===== src/rtl/cp0_timer_int.sv =====
// cp0_timer_int -- CP0 Compare register, Cause timer bits and timer
// interrupt request handshake.
//
// Takes the free-running Count value from the Count register block and
// compares it against Compare (CP0 reg 11). A match sets Cause.TI (which is
// mirrored onto IP7). The request to the exception stage is held through a
// req/ack handshake, and each timer event is requested once: a new request
// needs a Compare rewrite to clear TI first.
//
// Optional build macro CP0_TIMER_MASK_EN: adds a Status shadow (CP0 reg 12)
// holding IE (bit 0), EXL (bit 1) and IM7 (bit 15). A request is raised only
// when IE=1, IM7=1 and EXL=0. TI itself is never masked.
//
// Ports:
//   clk         clock
//   resetn      asynchronous active-low reset
//   cp0_en      CP0 access valid this cycle
//   cp0_wen     1 = mtc0 write, 0 = mfc0 read
//   cp0_addr    CP0 register number
//   cp0_wdata   mtc0 data
//   count_val   current Count value
//   cp0_rdata   mfc0 data, 0 for addresses not owned here (OR-mergeable)
//   ti_pending  Cause.TI
//   int_req     timer interrupt request to the exception stage
//   int_ack     exception stage has taken the interrupt
//
// Handshake FSM:
//   state    | meaning
//   IDLE     | no request outstanding, waiting for TI
//   REQ      | int_req asserted, waiting for int_ack (or TI cleared)
//   SERVICED | event taken, waiting for TI to clear before re-arming

module cp0_timer_int #(
  parameter logic [4:0] CMP_ADDR   = 5'd11,
  parameter logic [4:0] CAUSE_ADDR = 5'd13,
  parameter int         TI_BIT     = 30,
  parameter int         IP_BIT     = 15
) (
  input  logic        clk,
  input  logic        resetn,
  input  logic        cp0_en,
  input  logic        cp0_wen,
  input  logic [4:0]  cp0_addr,
  input  logic [31:0] cp0_wdata,
  input  logic [31:0] count_val,
  output logic [31:0] cp0_rdata,
  output logic        ti_pending,
  output logic        int_req,
  input  logic        int_ack
);

  typedef enum logic [1:0] {
    IDLE     = 2'd0,
    REQ      = 2'd1,
    SERVICED = 2'd2
  } state_t;

  state_t      state, state_nxt;
  logic [31:0] compare;
  logic [31:0] count_q;
  logic        armed;
  logic        match;
  logic        match_q;
  logic        ti_hold;
  logic        ti;
  logic        cmp_wr;
  logic        rd_en;
  logic        req_ok;

  assign cmp_wr = cp0_en & cp0_wen & (cp0_addr == CMP_ADDR);
  assign rd_en  = cp0_en & ~cp0_wen;

  // Edge-qualified match: only the cycle Count steps onto Compare counts, so
  // a Count that holds for several cycles cannot re-trigger.
  assign match = armed & (count_val == compare) & (count_val != count_q);

  // TI is the registered match OR the sticky copy of earlier matches, so it
  // rises one edge after Count arrives on Compare.
  assign ti         = ti_hold | match_q;
  assign ti_pending = ti;

  always_ff @(posedge clk or negedge resetn) begin
    if (!resetn) begin
      compare <= '0;
      count_q <= '0;
      armed   <= 1'b0;
      match_q <= 1'b0;
      ti_hold <= 1'b0;
    end else begin
      count_q <= count_val;
      if (cmp_wr) begin
        // A write in the same cycle as a match wins: the match is dropped.
        compare <= cp0_wdata;
        armed   <= 1'b1;
        match_q <= 1'b0;
        ti_hold <= 1'b0;
      end else begin
        match_q <= match;
        ti_hold <= ti_hold | match_q;
      end
    end
  end

`ifdef CP0_TIMER_MASK_EN
  localparam logic [4:0] STATUS_ADDR = 5'd12;

  logic st_ie;
  logic st_exl;
  logic st_im7;
  logic st_wr;

  assign st_wr = cp0_en & cp0_wen & (cp0_addr == STATUS_ADDR);

  always_ff @(posedge clk or negedge resetn) begin
    if (!resetn) begin
      st_ie  <= 1'b0;
      st_exl <= 1'b0;
      st_im7 <= 1'b0;
    end else if (st_wr) begin
      st_ie  <= cp0_wdata[0];
      st_exl <= cp0_wdata[1];
      st_im7 <= cp0_wdata[15];
    end
  end

  assign req_ok = st_ie & st_im7 & ~st_exl;
`else
  assign req_ok = 1'b1;
`endif

  always_ff @(posedge clk or negedge resetn) begin
    if (!resetn) begin
      state <= IDLE;
    end else begin
      state <= state_nxt;
    end
  end

  always_comb begin
    state_nxt = state;
    int_req   = 1'b0;
    case (state)
      IDLE: begin
        if (ti && req_ok) begin
          state_nxt = REQ;
        end
      end
      REQ: begin
        int_req = 1'b1;
        if (!ti) begin
          state_nxt = IDLE;
        end else if (int_ack) begin
          state_nxt = SERVICED;
        end
      end
      SERVICED: begin
        if (!ti) begin
          state_nxt = IDLE;
        end
      end
      default: begin
        state_nxt = IDLE;
      end
    endcase
  end

  always_comb begin
    cp0_rdata = '0;
    if (rd_en) begin
      if (cp0_addr == CMP_ADDR) begin
        cp0_rdata = compare;
      end else if (cp0_addr == CAUSE_ADDR) begin
        cp0_rdata[TI_BIT] = ti;
        cp0_rdata[IP_BIT] = ti;
      end
`ifdef CP0_TIMER_MASK_EN
      else if (cp0_addr == STATUS_ADDR) begin
        cp0_rdata[0]  = st_ie;
        cp0_rdata[1]  = st_exl;
        cp0_rdata[15] = st_im7;
      end
`endif
    end
  end

endmodule


===== config.mk =====
export PLATFORM = sky130hd
export DESIGN_NAME = cp0_timer_int
export DESIGN_NICKNAME = d
export VERILOG_FILES = /design/src/rtl/cp0_timer_int.sv
export SDC_FILE = /design/constraint.sdc
export NUM_CORES = 1
export LEC_CHECK = 0
export ABC_AREA = 1
export BUFFER_PORTS_ARGS = -buffer_cell sky130_fd_sc_hd__buf_2
export CAP_MARGIN = 30
export CORE_MARGIN = 2
export CORE_UTILIZATION = 51
export DETAILED_ROUTE_END_ITERATION = 16
export PLACE_DENSITY = 0.9
export SYNTH_ARGS = -nofsm -noshare
export SYNTH_HDL_FRONTEND = slang
export SYNTH_SLANG_ARGS = --single-unit

===== constraint.sdc =====
create_clock -name clk -period 1.09 [get_ports clk]
set_input_delay 0 -clock clk [delete_from_list [all_inputs] [get_ports clk]]
set_output_delay 0 -clock clk [all_outputs]
set_load 0.1 [all_outputs]

==> results.sh, run 1 <==
export IMPL_seq_area_frac_synth=0.5098
export IMPL_place_gp_congestion=0.8982
export IMPL_dp_final_hpwl_um=8117
export IMPL_numCtsBuffers=9
export IMPL_root_buffer="clkbuf_8"
export IMPL_synth_area_um2=3387
export IMPL_h_tree_depth=3
export IMPL_cts_max_path_buffers=2
export IMPL_syn_num_nets=483
export IMPL_ctsHoldBuffers=66
export IMPL_cts_sink_count=69
export IMPL_die_h_um=85.50
export IMPL_cts_resized_gates=55
export IMPL_io_buffers=107
export IMPL_yosys_warnings=0
export IMPL_lastStage="clock tree synthesis (4_1_cts)"
export IMPL_syn_inst=409
export IMPL_cts_setup_buffers=17
export IMPL_synth_cell_type_count=21
export IMPL_yosys_register_bits=69
export IMPL_stop_error="[ERROR DPL-0033] detailed placement checks failed during check placement."
export IMPL_status="aborted with a tool error"
export IMPL_rows=29
export IMPL_initial_core_util=0.5304
export IMPL_synth_avg_cell_area_um2=8.281
export IMPL_die_w_um=85.50
export IMPL_ios=108
[cells by family after synthesis]
logic type / after synthesis / synth area share
XOR/XNOR: 43 / 0.1112
buffers and inverters: 75 / 0.09567
AND/OR/NAND/NOR: 177 / 0.2143
flip-flops: 69 / 0.5098
AO/OA/AOI/OAI: 45 / 0.06908
[stage by stage]
stage / cells / utilization / instance area (um^2) / setup slack (ns) / setup TNS [ns]
floorplan: 409 / - / 3884 / -0.1802 / -5.079
global placement: 612 / 0.8098 / 5171 / -0.1024 / -0.1024
detailed placement: 612 / 0.8098 / 5171 / -0.1800 / -1.238
[synth_stat cells]
library cell,instances,area share
o21ai_0,9,0.013
o22ai_1,2,0.0037
nor2_1,39,0.043
nand2_1,100,0.11
xnor2_1,12,0.031
nor3_1,30,0.044
buf_6,4,0.013
buf_4,2,0.0044
nand4_2,1,0.0037
inv_1,62,0.069
nor2_2,2,0.0037
clkbuf_1,6,0.0066
xor2_1,31,0.080
o21ai_1,28,0.041
clkinv_4,1,0.0026
a21oi_1,4,0.0059
a211oi_1,1,0.0022
nand4_1,3,0.0055
o221ai_1,1,0.0026
nand3_1,2,0.0030
dfrtp_1,69,0.51
==> run 2, diff against run 1 <==
Settings changed: CORE_UTILIZATION 51 to 40, PLACE_DENSITY 0.9 to unset, PLACE_DENSITY_LB_ADDON set to 0.15.
==> run 2 against run 1 <==
Effect of this change:
- the flow now finishes, with violations (setup timing)
- area after synthesis unchanged
- synthesized cell count unchanged
==> results.sh, run 2 <==
export IMPL_crit_buf_inv=1
export IMPL_layout_setup_ws_ns=-0.2889
export IMPL_initial_core_util=0.4122
export IMPL_whs_ns=0.07467
export IMPL_drt_wl_total_um=10460
export IMPL_nFillCells=555
export IMPL_power_density_nw_per_um2=1224
export IMPL_async_reset_ff_frac=1.000
export IMPL_critical_path_max_stage_delay_ns=0.38
export IMPL_root_buffer="clkbuf_8"
export IMPL_grt_pass1_vias=3708
export IMPL_h_tree_depth=3
export IMPL_post_place_ws_ns=-0.2747
export IMPL_rows=33
export IMPL_syn_num_nets=483
export IMPL_fin_worst_skew_ns=0.004808
export IMPL_rsz0062_at_grt="yes"
export IMPL_mostFrequentLayoutCells="97 x nand2_1, 73 x buf_2, 69 x dfrtp_1"
export IMPL_place_gp_congestion=0.8101
export IMPL_ios=108
export IMPL_numCtsBuffers=9
export IMPL_worstSetupEndpoint="cp0_rdata[15]"
export IMPL_synth_top_area_share=0.5098
export IMPL_layout_commonest_cell="nand2_1"
export IMPL_reg2reg_to="match_q$_DFF_PN0_"
export IMPL_regArea_um2=1727
export IMPL_r2r_start="compare[31]$_DFFE_PN0P_"
export IMPL_final_cells=745
export IMPL_yosys_area_top_type="dfrtp_1"
export IMPL_num_antenna_cells=0
export IMPL_grt_pass1_wl_um=17470
export IMPL_fin_crit_sh=1.265
export IMPL_synth_area_um2=3387
export IMPL_drive_above_1_share=0.4016
export IMPL_violations="setup timing"
export IMPL_place_inst=640
export IMPL_syn_inst=409
export IMPL_grt_usage=0.2541
export IMPL_hp_class="in2reg"
export IMPL_crit_chain="nor2_2 > o21ai_2 > nand2_2 > a21oi_4 > buf_12"
export IMPL_path_max_fanout=2
export IMPL_arrival_ns=1.38
export IMPL_drc=0
export IMPL_synth_avg_cell_area_um2=8.281
export IMPL_antenna_found_initial=0
export IMPL_worst_pin_slew_ns=0.3714
export IMPL_leakage_nw=3.060
export IMPL_clk_pin_slew_ns=0.07
export IMPL_crit_cells=5
export IMPL_synth_edf_count=0
export IMPL_setup_tns_ns=-3.590
export IMPL_slowest_stage="dfrtp_1"
export IMPL_cts_max_path_buffers=2
export IMPL_dieArea_um2=9220
export IMPL_synth_most_common_cell="nand2_1"
export IMPL_crit_start="match_q$_DFF_PN0_"
export IMPL_die_w_um=96.02
export IMPL_path_class="reg2out"
export IMPL_cp_top_family="flip-flops"
export IMPL_insertion_delay_ns=0.35
export IMPL_wire_per_inst_um=14.04
export IMPL_grt_ovfl_total=0
export IMPL_r2r_slack_ns=-0.18
export IMPL_ant_nets=0
export IMPL_ys_top_cells_by_area="dfrtp_1 51%, nand2_1 11%, xor2_1 8.0%"
export IMPL_final_hold_viol_count=0
export IMPL_synth_main_ff_cell="dfrtp_1"
export IMPL_vias=3496
export IMPL_io_buffers=107
export IMPL_dp_final_hpwl_um=7029
export IMPL_max_freq_ghz=0.7252
export IMPL_crit_required_ns=1.09
export IMPL_yosys_register_bits=69
export IMPL_worstSetupStartpointType="flop"
export IMPL_drt_iter0_drc=110
export IMPL_reg2reg_depth=7
export IMPL_yosys_warnings=0
export IMPL_synth_cell_type_count=21
export IMPL_end_kind="output port"
export IMPL_tritoncts="yes"
export IMPL_synth_common_cells="100 x nand2_1, 69 x dfrtp_1, 62 x inv_1"
export IMPL_final_nets=709
export IMPL_final_setup_viol_count=34
export IMPL_vdd_drop_max_mv=0.7257
export IMPL_grt_max_degree=70
export IMPL_relSlewSlack=0.7524
export IMPL_core_area_um2=8217
export IMPL_status="finished, violations left"
export IMPL_die_h_um=96.02
export IMPL_cts_sink_count=69
export IMPL_cap_violations=0
export IMPL_drtPass1Iterations=4
export IMPL_seq_area_frac_synth=0.5098
export IMPL_drv_slew=0
export IMPL_reg_top3="compare x32, count_q x32, state x2"
export IMPL_multi_input_area_um2=1762
export IMPL_area_growth_syn_to_layout_pct=88.25
export IMPL_via_per_inst=4.693
export IMPL_period_minus_slack_ns=1.379
-- run 2: kinds of logic after synthesis --
| family | synth area share |
|---|---|
| AOI/OAI and AO/OA | 0.06908 |
| and+or+nand+nor | 0.2143 |
| DFF | 0.5098 |
| xor gates and xnor gates | 0.1112 |
| buffers and inverters | 0.09567 |
-- run 2: repair_timing --
| item | in CTS | in global routing |
|---|---|---|
| buffers inserted | 22 | 3 |
| gates cloned | 0 | 0 |
| gates resized for setup | 55 | 3 |
| pin swaps | 33 | 4 |
| hold endpoints to repair | 135 | 0 |
| hold buffers | 66 | 0 |
| setup endpoints to repair | 35 | 35 |
-- run 2: power breakdown --
part	switching [mW]	internal [mW]
combinational	1.09	1.09
sequential	0.193	2.85
clock	0.983	1.59
total	2.27	5.54
-- run 2: final cells by class --
class,count,share of cell area
clock buffers,11,0.02217
repair buffers,227,0.3544
multi-input cells,265,0.2763
well taps,105,0.02060
clock inverters,5,0.01668
flip-flops and latches,69,0.2708
inverters,63,0.03905
-- run 2: through the flow --
stage                 util  power (mW)  area, um^2
CTS                 0.7736       7.807        6356
floorplan                -       3.963        3884
global route        0.7760       8.206        6376
detailed placement  0.6336       4.678        5206
global placement    0.6336       4.641        5206
finish              0.7760       7.805        6376
-- run 2: how the worst min path moves through the flow --
stage / from / to / slack, ns / cells past startpoint
finish: cp0_wen / ti_hold$_DFF_PN0_ / 0.07 / 4
floorplan: resetn / armed$_DFFE_PN0P_ / -0.30 / 0
global placement: resetn / count_q[5]$_DFF_PN0_ / 0.05 / 2
CTS: cp0_wen / ti_hold$_DFF_PN0_ / 0.06 / 4
detailed placement: resetn / state[0]$_DFFE_PN0P_ / 0.05 / 2
global route: cp0_wen / ti_hold$_DFF_PN0_ / 0.09 / 4
-- run 2: tightest hold or removal path: cells and delay by family --
family	cells	cell delay [ns]
simple gates	2	0.23
buf+inv	2	0.16
-- run 2: per-layer routing --
| layer | track usage | vias to the layer above | part of all wire |
|---|---|---|---|
| li1 | - | 1717 | - |
| met1 | 0.3238 | 1660 | 0.43 |
| met2 | 0.4306 | 96 | 0.50 |
| met3 | 0.04229 | 23 | 0.049 |
| met4 | 0.1012 | 0 | 0.022 |
| met5 | 0 | - | 0 |
Note: power is estimated with default switching activity, not from simulation.
